File: src/rtl/ret_stack.sv
// Return-address stack: saves the PC on call/interrupt entry and presents the saved
// address on pop_data for the PC register's memout load path.
module ret_stack #(
    parameter int unsigned DEPTH = 8,
    parameter int unsigned WIDTH = 16,
    parameter int unsigned AW    = 3
) (
    input  logic             clock,
    input  logic             reset,
    input  logic             push,
    input  logic             pop,
    input  logic [WIDTH-1:0] push_data,
    input  logic             clr_err,
    output logic [WIDTH-1:0] pop_data,
    output logic [AW:0]      count,
    output logic             empty,
    output logic             full,
    output logic             overflow,
    output logic             underflow
);

    localparam logic [AW:0]      SpOne    = (AW+1)'(1);
    localparam logic [AW:0]      SpTwo    = (AW+1)'(2);
    localparam logic [AW:0]      SpFull   = (AW+1)'(DEPTH);
    localparam logic [WIDTH-1:0] EmptyTop = WIDTH'(1);

    logic [WIDTH-1:0] mem_q [DEPTH];
    logic [AW:0]      sp_q, sp_d;
    logic [WIDTH-1:0] top_q, top_d;
    logic             ovf_q, ovf_d;
    logic             unf_q, unf_d;
    logic             mem_we;
    logic [AW-1:0]    mem_waddr;
    logic             ovf_set, unf_set;
    logic [AW:0]      sp_m1, sp_m2;

    assign sp_m1 = sp_q - SpOne;
    assign sp_m2 = sp_q - SpTwo;

    assign count     = sp_q;
    assign empty     = (sp_q == '0);
    assign full      = (sp_q == SpFull);
    assign pop_data  = top_q;
    assign overflow  = ovf_q;
    assign underflow = unf_q;

    always_comb begin
        sp_d      = sp_q;
        top_d     = top_q;
        mem_we    = 1'b0;
        mem_waddr = sp_q[AW-1:0];
        ovf_set   = 1'b0;
        unf_set   = 1'b0;

        unique case ({push, pop})
            2'b10: begin
                if (!full) begin
                    mem_we    = 1'b1;
                    mem_waddr = sp_q[AW-1:0];
                    top_d     = push_data;
                    sp_d      = sp_q + SpOne;
                end else begin
                    ovf_set = 1'b1;
                end
            end
            2'b01: begin
                if (!empty) begin
                    sp_d  = sp_m1;
                    top_d = (sp_q >= SpTwo) ? mem_q[sp_m2[AW-1:0]] : EmptyTop;
                end else begin
                    unf_set = 1'b1;
                end
            end
            2'b11: begin
                // Return followed by call: overwrite the top entry in place.
                mem_we = 1'b1;
                top_d  = push_data;
                if (!empty) begin
                    mem_waddr = sp_m1[AW-1:0];
                end else begin
                    mem_waddr = '0;
                    sp_d      = SpOne;
                    unf_set   = 1'b1;
                end
            end
            default: ;
        endcase

        // A fresh error in the same cycle wins over clr_err.
        ovf_d = ovf_set | (ovf_q & ~clr_err);
        unf_d = unf_set | (unf_q & ~clr_err);
    end

    always_ff @(posedge clock) begin
        if (reset) begin
            sp_q  <= '0;
            top_q <= EmptyTop;
            ovf_q <= 1'b0;
            unf_q <= 1'b0;
        end else begin
            sp_q  <= sp_d;
            top_q <= top_d;
            ovf_q <= ovf_d;
            unf_q <= unf_d;
        end
    end

    // Array is deliberately not reset; reset only makes old entries unreachable.
    always_ff @(posedge clock) begin
        if (!reset && mem_we) begin
            mem_q[mem_waddr] <= push_data;
        end
    end

endmodule

File: config.mk
export PLATFORM = sky130hd
export DESIGN_NAME = ret_stack
export DESIGN_NICKNAME = d
export VERILOG_FILES = /design/src/rtl/ret_stack.sv
export SDC_FILE = /design/constraint.sdc
export NUM_CORES = 1
export LEC_CHECK = 0
export ABC_AREA = 1
export CORE_ASPECT_RATIO = 0.7
export CORE_MARGIN = 2
export CORE_UTILIZATION = 50
export DETAILED_ROUTE_END_ITERATION = 12
export GPL_TIMING_DRIVEN = 0
export PLACE_DENSITY = 0.71
export SLEW_MARGIN = 10
export SYNTH_ARGS = -nofsm -noshare
export SYNTH_HDL_FRONTEND = slang
export SYNTH_SLANG_ARGS = --single-unit
File: constraint.sdc
create_clock -name clock -period 2.6 [get_ports clock]
set_clock_uncertainty 0.1 [all_clocks]
set_input_delay 0.52 -clock clock [delete_from_list [all_inputs] [get_ports clock]]
set_output_delay 0.52 -clock clock [all_outputs]
set_load 0.1 [all_outputs]
==> results.txt <==
Status = complete, no violations
Top cells by count, synth = nand2_1, edfxtp_1, nand3_1
Clock root buffer = clkbuf_16
Max_cap viols = 0
First-pass GRT wire length = 26200 µm
Worst r2r src = count[1]
Total grt overflow = 0
Starting Density = 51.6%
Nets = 770
Final worst slack = 0.0461 ns
RD Place Congestion = 0.839
#FFs+latches synth = 150
Gr busiest metal = met2
Place WS = -0.537 ns
Setup Viol. Count Final = 0
Worst hold-check path type = reg -> reg
Cell taking the most area after synthesis = edfxtp_1
Total GRT Usage = 24.8%
Fillcell total = 1023
Leak pwr = 3.39 nW
Final slew viol count = 0
Hold Path Depth = 2
Critical Path Source Type = flip-flop
Met1 GRT Util = 34.2%
Register area share after synthesis = 62.6%
Dpl cell area = 0.00764 mm²
Top Ports = 45
Slowest-stage cell, CP = clkdlybuf4s50_1
Avg WL per Cell = 18.0 µm
Post-route ant nets = 0
Clock Power Share = 34.0%
Arrival time at the worst endpoint = 1.93 ns
Post-synthesis cell count = 670
Hold EP = overflow
Yosys warns = 0
Unrepaired setup endpoints after global routing = false
Reg-to-Reg End = mem_q[4][15]
Fraction of registers with async set or reset after synthesis = 0%
Synth cell types = 36
Total wire length = 16900 µm
Post-synth top area share = 56.1%
1st-iter DRT viols = 415
Share of layout cells above drive strength 1 = 19.9%
PortBufs = 43
DRT Pass-1 Iters = 8
CP max FO = 2
Final Hold Viols = 0
CORE AREA = 0.0133 mm²
Ys flop type = edfxtp_1
Slew @ Worst Pin = 0.967 ns
Clock sink total = 150
Pint = 4.75 mW
Clock buffer depth = 2
Crit path capture type = output port
Syn avg cell area = 10.2 µm²
Detailed-route DRC error count = 0
Die Y-Extent = 102 µm
Met3 GRT Util = 5.01%
CTS hold repair buffers = 0
EDFF count, synth = 128
Largest net degree at the start of global routing = 17
Worst skew pair latency = 0.42 ns
Clock transition at path regs = 0.07 ns
Delay-heaviest family, CP = buffers and inverters
Switching Fraction = 34.3%
Vias in the first global route = 4838
Top post-synthesis cells by area = edfxtp_1, nand2_1, dfxtp_1
Vias per cell = 5.23
Vias = 4915
Mapped Nets = 698
Die W = 144 µm
Combinational share of power = 27.1%
Worst-path cell chain = clkdlybuf4s50_1
Hold path start = overflow
CTS tree = yes
Final period util = 98.2%
Critical path class = reg -> out
Initial antenna violation count = 0
Post-route design area = 0.00844 mm²
Slew headroom = 35.4%
Die Area = 0.0147 mm²
Worst vdd ir = 0.546 mV
Ant. Diodes = 0
Fmax = 0.392 GHz
R2r setup slk = 0.18 ns
Final min period = 2.55 ns
Max incr delay on CP = 1.15 ns
WHS = 0.375 ns
Required @ worst endpoint = 1.98 ns
Top-count cell post-synth = nand2_1
Netlist Area Pre-Place = 0.00685 mm²
Psw = 2.48 mW
Area Growth Syn to Fin = 23.3%
Sequential share of power = 38.8%
Pwr/cell area = 857 mW/mm²
Num rows = 35
DP HPWL = 10300 µm
H-tree levels = 4
Crit path buf inv count = 1
Total CTS buffers = 17
Worst r2r path cells = 10
GR Util met2 = 40.9%
Overall power = 7.23 mW
==> power by group through the flow <==
| stage | clock network [mW] | logic [mW] | registers, mW |
|---|---|---|---|
| floorplan | 0 | 1.01 | 3.22 |
| global placement | 0 | 1.86 | 2.86 |
| detailed placement | 0 | 1.89 | 2.86 |
| CTS | 2.48 | 1.94 | 2.81 |
| global route | 2.59 | 2.11 | 2.82 |
| finish | 2.46 | 1.96 | 2.81 |
==> repair_timing <==
item | in CTS | in global routing
endpoints found under the setup margin | 141 | 80
setup buffers | 12 | 0
pin swaps | 8 | 0
resized for setup | 19 | 5
==> final cells by class <==
cell class                 count  area (µm²)  area share (%)
sequential                   150        4290            50.9
multi-input combinational    422        2190            26.0
timing repair buffer          55         648            7.68
clock buffer                  18         429            5.09
inverter                      66         251            2.98
buffer                        30         233            2.76
tap                          185         231            2.74
clock inverter                14         161            1.91
==> layout by cell type (no fill, tap or decap), types with 4 or more instances in the layout <==
master | Yosys | routed
nand3_1 | 83 | 83
dfxtp_1 | 22 | 19
o21bai_2 | 8 | 8
clkdlybuf4s50_1 | 0 | 35
a21oi_1 | 9 | 9
inv_6 | 0 | 7
nor2_4 | 1 | 11
inv_1 | 62 | 62
nor2_2 | 13 | 13
clkbuf_1 | 5 | 5
dlymetal6s2s_1 | 0 | 4
buf_2 | 15 | 13
buf_12 | 1 | 11
nand2_2 | 6 | 6
nor2_1 | 71 | 61
nand2_1 | 179 | 178
edfxtp_1 | 128 | 128
ha_1 | 7 | 5
a21oi_2 | 10 | 10
clkbuf_16 | 0 | 17
or2_2 | 14 | 14
buf_4 | 5 | 9
buf_6 | 2 | 4
o21bai_1 | 5 | 5
==> registers in the layout (all words and copies together), names as in the netlist <==
name / cells
pop_data: 16
count: 4
overflow: 1
underflow: 1
mem_q: 128
==> cells by family after synthesis <==
logic type	Yosys count	synth area share [%]
and+or+nand+nor	371	23.7
xor gates and xnor gates	2	0.256
buffers and inverters	98	7.00
AOI/OAI and AO/OA	42	5.23
adders and majority gates	7	1.28
DFF	150	62.6
==> metrics by stage <==
stage / util, % / TNS (ns) / std cells
2_1_floorplan: - / 0 / 670
3_3_place_gp: 57.6 / -34.08 / 898
3_5_place_dp: 57.6 / -36.67 / 898
4_1_cts: 63.6 / 0 / 941
5_1_grt: 63.6 / 0 / 940
6_report: 63.6 / 0 / 940
==> metal layers <==
layer / routed length (µm) / part of all wire, %
met3: 1270 / 7.5
met4: 210 / 1.2
met2: 7970 / 47
met5: 0 / 0
met1: 7460 / 44
==> worst max path at each step <==
stage	from	end	slack, ns	cells after the start
5_1_grt	count[1]	empty	0.0004	6
2_1_floorplan	count[0]	mem_q[1][0]	0.002	12
4_1_cts	count[0]	empty	0.009	8
6_report	pop_data[13]	pop_data[13]	0.05	1
3_5_place_dp	count[1]	empty	-0.54	6
3_3_place_gp	count[1]	empty	-0.51	6
No activity file was read; power rests on OpenSTA's default activity.
